### config.mk
export PLATFORM = sky130hd
export DESIGN_NAME = serializer_10b
export DESIGN_NICKNAME = d
export VERILOG_FILES = /design/src/rtl/serializer_10b.sv
export SDC_FILE = /design/constraint.sdc
export NUM_CORES = 1
export LEC_CHECK = 0
export CAP_MARGIN = 20
export CORE_ASPECT_RATIO = 2
export CORE_MARGIN = 2
export CORE_UTILIZATION = 30
export CTS_CLUSTER_SIZE = 25
export DETAILED_ROUTE_END_ITERATION = 16
export GPL_ROUTABILITY_DRIVEN = 0
export HOLD_SLACK_MARGIN = 0.1
export PLACE_DENSITY_LB_ADDON = 0.25
export SLEW_MARGIN = 20
export SYNTH_ARGS = -nofsm -noshare
export SYNTH_HDL_FRONTEND = slang
export SYNTH_SLANG_ARGS = --single-unit
### constraint.sdc
create_clock -name clk -period 3.1 [get_ports clk]
set_clock_uncertainty 0.15 [all_clocks]
set_input_delay 0.62 -clock clk [delete_from_list [all_inputs] [get_ports clk]]
set_output_delay 0.62 -clock clk [all_outputs]
set_load 0.02 [all_outputs]
### src/rtl/serializer_10b.sv
// 10-bit parallel-to-serial converter for an 8b/10b line.
// Sends a run of idle words after reset, then data or idle fill.
module serializer_10b #(
  parameter logic [9:0]  IDLE_WORD  = 10'h17C,
  parameter int unsigned INIT_IDLES = 4
) (
  input  logic        clk,
  input  logic        rst,
  input  logic        enb,
  input  logic [9:0]  din,
  input  logic        din_valid,
  output logic        din_ready,
  output logic        sout,
  output logic        sync,
  output logic        idle_flag,
  output logic [15:0] idle_cnt
);

  typedef enum logic {
    ST_INIT,
    ST_RUN
  } state_t;

  localparam logic [3:0] LAST_BIT  = 4'd9;
  localparam logic [3:0] LAST_INIT = 4'(INIT_IDLES - 1);

  state_t      state_q, state_d;
  logic [9:0]  shreg_q, shreg_d;
  logic [3:0]  bitcnt_q, bitcnt_d;
  logic [3:0]  init_cnt_q, init_cnt_d;
  logic        idle_flag_q, idle_flag_d;
  logic [15:0] idle_cnt_q, idle_cnt_d;

  logic boundary;
  logic xfer;
  logic underrun;

  always_ff @(posedge clk) begin
    if (rst) begin
      state_q     <= ST_INIT;
      shreg_q     <= IDLE_WORD;
      bitcnt_q    <= 4'd0;
      init_cnt_q  <= 4'd0;
      idle_flag_q <= 1'b1;
      idle_cnt_q  <= 16'd0;
    end else begin
      state_q     <= state_d;
      shreg_q     <= shreg_d;
      bitcnt_q    <= bitcnt_d;
      init_cnt_q  <= init_cnt_d;
      idle_flag_q <= idle_flag_d;
      idle_cnt_q  <= idle_cnt_d;
    end
  end

  // Ready only at the last bit, so the reload never leaves a gap cycle.
  always_comb begin
    boundary  = enb && (bitcnt_q == LAST_BIT);
    din_ready = boundary &&
                ((state_q == ST_RUN) || (init_cnt_q == LAST_INIT));
    xfer      = din_valid && din_ready;
    underrun  = din_ready && !din_valid;
  end

  always_comb begin
    state_d     = state_q;
    shreg_d     = shreg_q;
    bitcnt_d    = bitcnt_q;
    init_cnt_d  = init_cnt_q;
    idle_flag_d = idle_flag_q;
    idle_cnt_d  = idle_cnt_q;

    if (boundary) begin
      bitcnt_d = 4'd0;
      if (xfer) begin
        shreg_d     = din;
        idle_flag_d = 1'b0;
      end else begin
        shreg_d     = IDLE_WORD;
        idle_flag_d = 1'b1;
      end
      if (underrun && (idle_cnt_q != 16'hFFFF)) begin
        idle_cnt_d = idle_cnt_q + 16'd1;
      end
      if (state_q == ST_INIT) begin
        init_cnt_d = init_cnt_q + 4'd1;
        if (init_cnt_q == LAST_INIT) begin
          state_d = ST_RUN;
        end
      end
    end else if (enb) begin
      shreg_d  = {1'b0, shreg_q[9:1]};
      bitcnt_d = bitcnt_q + 4'd1;
    end
  end

  assign sout      = shreg_q[0];
  assign sync      = (bitcnt_q == 4'd0);
  assign idle_flag = idle_flag_q;
  assign idle_cnt  = idle_cnt_q;

endmodule

Yosys cells after proc, flatten, opt, wreduce, memory -nomap -nowiden --
Cells that the tools add are included.
Storage, ports and cells: flip-flop bits (word level) 36, latch bits 0, memory bits (writable) 0, bits in read-only memories 0, bits of input ports 14, output and inout port bits 20, logic and storage cells 31, memories kept 0
Cells by class: add/subtract/negate cells 3, multiply operators 0, div/mod/pow operators 0, order comparisons 0, eq/ne operators 3, shift-type cells 0, multiplexer cells 6, bitwise operators 1, reduce and logical (&&, ||, !) cells 12
Operators by type and width (count):
- 2-to-1 mux 10 bit | 3
- adder 16 x 1 -> 16 bit, second input constant | 1
- != test 16 bit, second input constant | 1
- adder 4 x 1 -> 4 bit, second input constant | 2
- logical AND 1 bit | 5
- equality test 4 x 2 -> 1 bit, second input constant | 1
- equality test 4 bit, second input constant | 1
- logical NOT 4 bit | 1
- AND reduction 2 bit | 2
- 2-to-1 mux 1 bit | 3
- nonzero test 2 bit | 1
- OR reduction 2 bit | 1
- logical NOT 1 bit | 1
- logical OR 1 bit | 1
- inverter 1 bit | 1

Depth between registers and ports, before layout --
Gate-level depths: netlist of the first run.
word-level depth 6, depth in mapped cells 9

Least setup slack after synthesis of the first run --
Ideal clock, no wire load.
path kind input port to flip-flop, start point in enb, end point reg idle_cnt_q[10] (netlist: idle_cnt[10]), setup time 0.123 ns, arrival time 1.928 ns, data required time 2.827 ns, path slack 0.898 ns, cell stages on the path 7, path buffers 3, path through buf_4 -> and4b_1 -> buf_4 -> o211ai_4 -> buf_6 -> nor4_1 -> mux2_1
On the way: word-level cells in the longest chain between the ends 5
Ends and longest elaborated chain:
- start, declared | line 9 | input logic enb,
- logical AND 1 bit * | line 58 | boundary = enb && (bitcnt_q == LAST_BIT);
- logical AND 1 bit | line 59 | din_ready = boundary &&
- logical AND 1 bit | line 62 | underrun = din_ready && !din_valid;
- logical AND 1 bit | line 82 | if (underrun && (idle_cnt_q != 16'hFFFF)) begin
- AND reduction 2 bit (no line) *
- end signal, assigned | line 52 | idle_cnt_q <= idle_cnt_d;
- end, declared | line 32 | logic [15:0] idle_cnt_q, idle_cnt_d;
Mark *: on every way between the ends. The rest lies on a longest branch, timed or not. A chain may end at the register's enable or synchronous reset.

Final worst setup path of the first run --
start point reg init_cnt_q[0], end point out din_ready
On the way: word-level cells in the longest chain between the ends 3
Ends and longest elaborated chain:
- start, declared | line 30 | logic [3:0] init_cnt_q, init_cnt_d;
- start signal, assigned | line 50 | init_cnt_q <= init_cnt_d;
- equality test 4 x 2 -> 1 bit | line 60 | ((state_q == ST_RUN) || (init_cnt_q == LAST_INIT));
- logical OR 1 bit | line 60
- logical AND 1 bit | line 59
- end, declared | line 12 | output logic din_ready,
Every way passes these cells.

==> summary.txt, run 1 <==
STATUS
--------------------------------------------------------------------------------------
Status                                                                    finished, final reports clean

DRT
--------------------------------------------------------------------------------------
Number of antenna-violating nets in the routed design                                0
Via count                                                                        1,684
Vias per inst                                                                     5.43
Drc violations                                                                       0
DR pass1 iterations                                                                  4
Iteration-0 DRC count of the detailed router                                        53
Detailed-route wire length per cell                                            13.4 um
Wire length after detailed routing                                             4170 um

CTS
--------------------------------------------------------------------------------------
CTS H-Tree Depth                                                                     2
Number of buffers inserted by hold repair at cts                                     0
Post-CTS repair timing setup buffer count                                            0
Maximum clock path buffer count                                                      2
Clk_lat worst skew                                                             0.28 ns
CTS buffer count                                                                     5
Clk slew on worst S/H paths                                                    0.06 ns
Clock root cell                                                           sky130_fd_sc_hd__clkbuf_16
Clock Sinks                                                                         36
Number of instances resized during post-cts repair                                   0
Clock tree from TritonCTS                                                          yes

CRITICAL PATH
--------------------------------------------------------------------------------------
Crit Reg-Reg Startpoint                                                   init_cnt_q[0]
Worst Setup Start Kind                                                        register
First element of the critical path                                        init_cnt_q[0]
Required @ worst endpoint                                                      2.33 ns
Arr. time, crit path                                                           2.16 ns
FF-to-FF End                                                              idle_cnt[10]
Worst setup endpoint                                                         din_ready
Flop2flop setup slack                                                          0.91 ns
Critical Path Sink Type                                                     output pin
Count of cells along the worst register-to-register path                             5
Library cell contributing the largest single delay on the critical path   sky130_fd_sc_hd__clkdlybuf4s50_1
Delay of the slowest cell on the worst path                                    0.62 ns
Critical path class                                                       register to output pin
CP max FO                                                                            4
Cells traversed along the worst timing path                               ha_1 > or3b_2 > a21oi_1 > clkdlybuf4s50_1

STA
--------------------------------------------------------------------------------------
Headroom to the max-slew limit                                                   0.546
Slew Limit Fails                                                                     0
Unrepaired setup endpoints after global routing                                  false
Final Cycle Share                                                                0.947
Smallest hold slack                                                           0.323 ns
Post-layout min period                                                         2.93 ns
Worst slew pin tran                                                           0.677 ns
Final-report hold violation count                                                    0
Setup TNS                                                                         0 ns
Maximum operating frequency                                                    341 MHz
Final setup violation count                                                          0

FLOORPLAN
--------------------------------------------------------------------------------------
Die width                                                                      59.3 um
Die Y-Extent                                                                    115 um
Area of the core                                                          0.00596 mm^2
Effective utilization at floorplan                                               0.308
Die area                                                                  0.00678 mm^2
Cell row count                                                                      40
Number of top-level design ports                                                    34

POWER
--------------------------------------------------------------------------------------
Total power                                                                  0.00112 W
Peak supply drop                                                              0.287 mV
Static power due to leakage                                                   0.821 nW
Areal power density over the cells                                         472 mW/mm^2

CELLS AND AREA
--------------------------------------------------------------------------------------
Number of diodes added for antenna fixing                                            0
Filler Cell Count                                                                  622
Final nets                                                                         265
Layout area overhead                                                             30.1%
Post-layout instance count excluding filler cells                                  310
Share of post-route cells with drive strength above 1                           0.0972
Finished Cell Area                                                        0.00238 mm^2

LOGIC SYNTHESIS
--------------------------------------------------------------------------------------
Synthesized net count                                                              232
Yosys Warn Count                                                                     0
Cells after Synth                                                                  213
Sequential element share of the synthesized area                                 0.393
Async set or reset register ratio after synthesis                                    0
Cell area after technology mapping                                        0.00183 mm^2
Number of flip-flops and latches in the synthesized netlist                         36
Post-synth EDFFs                                                                     0
Flip-flop cell with the highest count after synthesis                     sky130_fd_sc_hd__dfxtp_1
Number of different library cells in the post-synthesis netlist                     46
Post-synthesis average cell area                                             8.60 um^2

PLACED DESIGN
--------------------------------------------------------------------------------------
Post-detail-place hpwl                                                         3010 um
Post-placement cell count                                                          302
Count of port buffers added during placement                                        33
Instance area after placement                                             0.00222 mm^2

GLOBAL ROUTE
--------------------------------------------------------------------------------------
Overall global routing resource usage                                            0.136
Vias in the first global route                                                   1,683
Pin count of the biggest net entering global routing                                29
Total congestion overflow after global routing                                       0
First-pass GRT wire length                                                     7330 um
Initial antenna violation count                                                      0

WORST HOLD PATH
--------------------------------------------------------------------------------------
Worst hold path class                                                     register to register

JOB
--------------------------------------------------------------------------------------
Max-capacitance violation count                                                      0

metrics by stage:
| step | utilization | setup slack, ns |
|---|---|---|
| final | 0.400 | 0.166 |
| after global routing | 0.400 | 0.0541 |
| after CTS | 0.400 | 0.161 |
| after detailed placement | 0.372 | 0.233 |
| after global placement | 0.372 | 0.272 |
| after floorplan | - | 0.898 |
registers in the layout (all words and copies together), names as in the netlist:
register / cells
idle_flag: 1
shreg_q: 10
init_cnt_q: 4
state_q: 1
bitcnt_q: 4
idle_cnt: 16
layout make-up:
class / count / area [um^2] / area share
Inverter: 8 / 30.0 / 0.0126
Timing Repair Buffer: 40 / 383 / 0.161
Sequential cell: 36 / 721 / 0.302
Clock buffer: 5 / 125 / 0.0525
Clock inverter: 3 / 42.5 / 0.0178
Multi-Input combinational cell: 155 / 1000 / 0.421
Tap cell: 63 / 78.8 / 0.0331
synth_stat cells (2+ instances only):
cell type | count | area [um^2]
sky130_fd_sc_hd__nor3_1 | 6 | 30.0
sky130_fd_sc_hd__buf_4 | 4 | 30.0
sky130_fd_sc_hd__clkbuf_1 | 5 | 18.8
sky130_fd_sc_hd__nor2b_1 | 3 | 18.8
sky130_fd_sc_hd__buf_1 | 2 | 7.51
sky130_fd_sc_hd__xor2_1 | 3 | 26.3
sky130_fd_sc_hd__a211oi_1 | 3 | 22.5
sky130_fd_sc_hd__mux2_2 | 2 | 22.5
sky130_fd_sc_hd__o31ai_1 | 8 | 60.1
sky130_fd_sc_hd__inv_1 | 7 | 26.3
sky130_fd_sc_hd__dfxtp_1 | 36 | 721
sky130_fd_sc_hd__nor4_1 | 5 | 31.3
sky130_fd_sc_hd__a21oi_1 | 25 | 125
sky130_fd_sc_hd__and4_1 | 3 | 26.3
sky130_fd_sc_hd__nand4_1 | 6 | 37.5
sky130_fd_sc_hd__nand3_1 | 8 | 40.0
sky130_fd_sc_hd__or4_1 | 8 | 60.1
sky130_fd_sc_hd__nor2_1 | 22 | 82.6
sky130_fd_sc_hd__nand2_1 | 10 | 37.5
sky130_fd_sc_hd__xnor2_1 | 3 | 26.3
sky130_fd_sc_hd__o21ai_0 | 12 | 60.1
sky130_fd_sc_hd__o31a_1 | 2 | 17.5
sky130_fd_sc_hd__buf_2 | 2 | 10.0
sky130_fd_sc_hd__ha_1 | 5 | 62.6
sky130_fd_sc_hd__mux2_1 | 2 | 22.5
logic make-up (layout without fill, tap and decap cells):
logic type / count (synthesis) / after routing / synth area share
xor+xnor: 6 / 6 / 0.0287
mux: 5 / 5 / 0.0301
compound gates: 56 / 56 / 0.192
fa+ha+maj: 5 / 5 / 0.0342
simple gates: 83 / 83 / 0.263
flops: 36 / 36 / 0.393
buf+inv: 22 / 56 / 0.0587
cell usage in the layout, fill, tap and decap left out, drive strengths merged, types with 3 or more instances in the layout:
cell type and instances:
nand4 6, inv 7, a211oi 4, nor3 6, dfxtp 36, o31ai 8
nand2 10, nor2b 3, nor2 22, or4 8, mux2 4, nand3 8
xnor2 3, ha 5, a21oi 25, buf 7, and4 3, clkdlybuf4s50 33
xor2 3, o21ai 12, clkbuf 5, nor4 6
critical path, delay by kind of cell, from the launching register on:
family	cells	cell delay, ns
buffers and inverters	1	0.62
and+or+nand+nor	1	0.49
DFF	1	0.37
adders and majority gates	1	0.22
AOI/OAI and AO/OA	1	0.18
worst min path at each step:
stage	cells after the start	slack [ns]	endpoint	start
3_3_place_gp	2	0.30	shreg_q[8]	shreg_q[8]
5_1_grt	2	0.37	shreg_q[1]	shreg_q[1]
2_1_floorplan	2	0.29	shreg_q[2]	shreg_q[2]
6_report	2	0.32	shreg_q[3]	shreg_q[3]
4_1_cts	2	0.33	shreg_q[3]	shreg_q[3]
3_5_place_dp	2	0.31	shreg_q[3]	shreg_q[3]
power by group:
group	switching [W]	internal (W)
clock network	0.000197	0.000378
registers	0.00000744	0.000474
logic	0.0000319	0.0000364
total	0.000236	0.000888
layer usage:
| layer | vias to the layer above | part of all wire | global-route usage |
|---|---|---|---|
| met5 | - | 0 | 0 |
| met4 | 0 | 0.018 | 0.0530 |
| met3 | 6 | 0.033 | 0.0226 |
| met2 | 33 | 0.54 | 0.249 |
| met1 | 798 | 0.41 | 0.148 |
| li1 | 847 | - | - |
(Power assumes the default switching activity.)
==> inputs of run 2 (changes only) <==
--- a/config.mk
+++ b/config.mk
@@ -9,12 +9,12 @@
 export CORE_ASPECT_RATIO = 2
 export CORE_MARGIN = 2
 export CORE_UTILIZATION = 30
+export CTS_CLUSTER_DIAMETER = 200
 export CTS_CLUSTER_SIZE = 25
 export DETAILED_ROUTE_END_ITERATION = 16
 export GPL_ROUTABILITY_DRIVEN = 0
 export HOLD_SLACK_MARGIN = 0.1
 export PLACE_DENSITY_LB_ADDON = 0.25
-export SLEW_MARGIN = 20
 export SYNTH_ARGS = -nofsm -noshare
 export SYNTH_HDL_FRONTEND = slang
 export SYNTH_SLANG_ARGS = --single-unit
==> constraint.sdc (replaced) <==
create_clock -name clk -period 3.1 [get_ports clk]
set_clock_uncertainty 0.15 [all_clocks]
set_input_delay 0.62 -clock clk [delete_from_list [all_inputs] [get_ports clk]]
set_output_delay 0.62 -clock clk [all_outputs]
set_load 0.005 [all_outputs]
==> run 2 against run 1 <==
Sequential cell count unchanged; sequential share of layout area unchanged; critical path depth unchanged; largest cell class unchanged.
==> summary.txt, run 2 (synthesis results as in run 1) <==
CTS
----------------------------------------------------------------------------
Post-CTS repair timing setup buffer count                                  0   unchanged
Clk_lat worst skew                                                   0.28 ns   about the same
Clock tree from TritonCTS                                                yes   unchanged
CTS buffer count                                                           5   unchanged
Clock root cell                                                 sky130_fd_sc_hd__clkbuf_16   unchanged
CTS H-Tree Depth                                                           2   unchanged
Number of instances resized during post-cts repair                         0   unchanged
Clk slew on worst S/H paths                                          0.06 ns   about the same
Clock Sinks                                                               36   unchanged
Maximum clock path buffer count                                            2   unchanged
Number of buffers inserted by hold repair at cts                           0   unchanged

CELLS AND AREA
----------------------------------------------------------------------------
Reg area                                                            721 um^2   unchanged
Number of diodes added for antenna fixing                                  0   unchanged
Layout area overhead                                                   30.1%   unchanged
Most frequent cells in the layout                               36 x sky130_fd_sc_hd__dfxtp_1, 33 x sky130_fd_sc_hd__clkdlybuf4s50_1, 25 x sky130_fd_sc_hd__a21oi_1, 22 x sky130_fd_sc_hd__nor2_1, 12 x sky130_fd_sc_hd__o21ai_0   unchanged
Most common library cell in the layout ignoring fill and taps   sky130_fd_sc_hd__dfxtp_1   unchanged
Filler Cell Count                                                        610   was 622
Share of post-route cells with drive strength above 1                 0.0972   unchanged
Max reg flops                                                             16   unchanged
Multi-input gate area                                           0.00100 mm^2   unchanged
Final nets                                                               265   unchanged
Finished Cell Area                                              0.00238 mm^2   unchanged
Post-layout instance count excluding filler cells                        310   unchanged

PLACED DESIGN
----------------------------------------------------------------------------
Count of port buffers added during placement                              33   unchanged
Post-placement cell count                                                302   unchanged
Worst setup timing slack at the placement stage                     0.391 ns   was 0.233 ns
Post-detail-place hpwl                                               3000 um   was 3010 um
Instance area after placement                                   0.00222 mm^2   unchanged

JOB
----------------------------------------------------------------------------
Max-capacitance violation count                                            0   unchanged

GLOBAL ROUTE
----------------------------------------------------------------------------
Vias in the first global route                                         1,531   was 1,683
Initial antenna violation count                                            0   unchanged
First-pass GRT wire length                                           7020 um   was 7330 um
Pin count of the biggest net entering global routing                      29   unchanged
Total congestion overflow after global routing                             0   unchanged
Overall global routing resource usage                                  0.133   was 0.136

CRITICAL PATH
----------------------------------------------------------------------------
Arr. time, crit path                                                 2.04 ns   was 2.16 ns
Critical Path Sink Type                                           output pin   unchanged
Required @ worst endpoint                                            2.33 ns   about the same
Critical path class                                             register to output pin   unchanged
Worst Setup Start Kind                                              register   unchanged
CP max FO                                                                  4   unchanged

FLOORPLAN
----------------------------------------------------------------------------
Die area                                                        0.00678 mm^2   unchanged
Cell row count                                                            40   unchanged
Die Y-Extent                                                          115 um   unchanged
Number of top-level design ports                                          34   unchanged
Die width                                                            59.3 um   unchanged
Effective utilization at floorplan                                     0.308   unchanged
Area of the core                                                0.00596 mm^2   unchanged

DRT
----------------------------------------------------------------------------
Drc violations                                                             0   unchanged
Via count                                                              1,652   was 1,684
Wire length after detailed routing                                   4070 um   was 4170 um
DR pass1 iterations                                                        4   unchanged
Number of antenna-violating nets in the routed design                      0   unchanged
Detailed-route wire length per cell                                  13.1 um   was 13.4 um
Iteration-0 DRC count of the detailed router                              43   was 53
Vias per inst                                                           5.33   was 5.43

STA
----------------------------------------------------------------------------
Unrepaired setup endpoints after global routing                        false   unchanged
Post-layout min period                                               2.81 ns   was 2.93 ns
Setup TNS                                                               0 ns   unchanged
Maximum operating frequency                                          355 MHz   was 341 MHz
Slew Limit Fails                                                           0   unchanged
Final setup violation count                                                0   unchanged
Final-report hold violation count                                          0   unchanged
Worst slew pin tran                                                 0.647 ns   was 0.677 ns
Headroom to the max-slew limit                                         0.567   was 0.546
Final Cycle Share                                                      0.908   was 0.947
Setup slack after layout                                            0.286 ns   was 0.166 ns

POWER
----------------------------------------------------------------------------
Peak supply drop                                                    0.363 mV   was 0.287 mV
Areal power density over the cells                               470 mW/mm^2   was 472 mW/mm^2
Total power                                                        0.00112 W   about the same
Static power due to leakage                                         0.821 nW   unchanged

STATUS
----------------------------------------------------------------------------
Status                                                          finished, final reports clean   unchanged

WORST HOLD PATH
----------------------------------------------------------------------------
Worst hold path class                                           register to register   unchanged

run 2: per-layer routing:
| layer | track usage | part of all wire | vias up |
|---|---|---|---|
| met5 | 0 | 0 | - |
| met2 | 0.225 | 0.54 | 31 |
| met4 | 0.0712 | 0.026 | 0 |
| met3 | 0.0249 | 0.032 | 6 |
| met1 | 0.151 | 0.41 | 774 |
| li1 | - | - | 841 |
run 2: path summary, 6_finish.rpt:
path / slack [ns] / endpoint / startpoint / cells after the start
worst max-delay path: 0.29 / din_ready / init_cnt_q[0] / 4
worst min-delay path: 0.32 / shreg_q[2] / shreg_q[2] / 2
worst max register to register: 0.93 / idle_cnt[10] / init_cnt_q[0] / 5
worst min register to register: 0.32 / shreg_q[2] / shreg_q[2] / 2
run 2: layout make-up:
cell class,count,share of cell area
clock inverters,3,0.0178
repair buffers,40,0.161
well taps,63,0.0331
multi-input cells,155,0.421
clock buffers,5,0.0525
inverters,8,0.0126
flip-flops and latches,36,0.302
run 2: metrics by stage:
step                utilization  hold slack, ns
floorplan                     -           0.287
global placement          0.372           0.297
detailed placement        0.372           0.305
CTS                       0.400           0.319
global route              0.400           0.356
finish                    0.400           0.317
run 2: worst max-delay path: stages, from the launching register on:
cell	delay, ns
sky130_fd_sc_hd__dfxtp_1	0.37
sky130_fd_sc_hd__ha_1	0.22
sky130_fd_sc_hd__or3b_2	0.49
sky130_fd_sc_hd__a21oi_1	0.18
sky130_fd_sc_hd__clkdlybuf4s50_1	0.52
run 2: power by group:
part	switching, W	internal, W	total, W	leakage (nW)
Clock	0.000197	0.000378	0.000575	0.0798
Sequential	0.00000778	0.000474	0.000482	0.293
Combinational	0.0000278	0.0000363	0.0000641	0.448
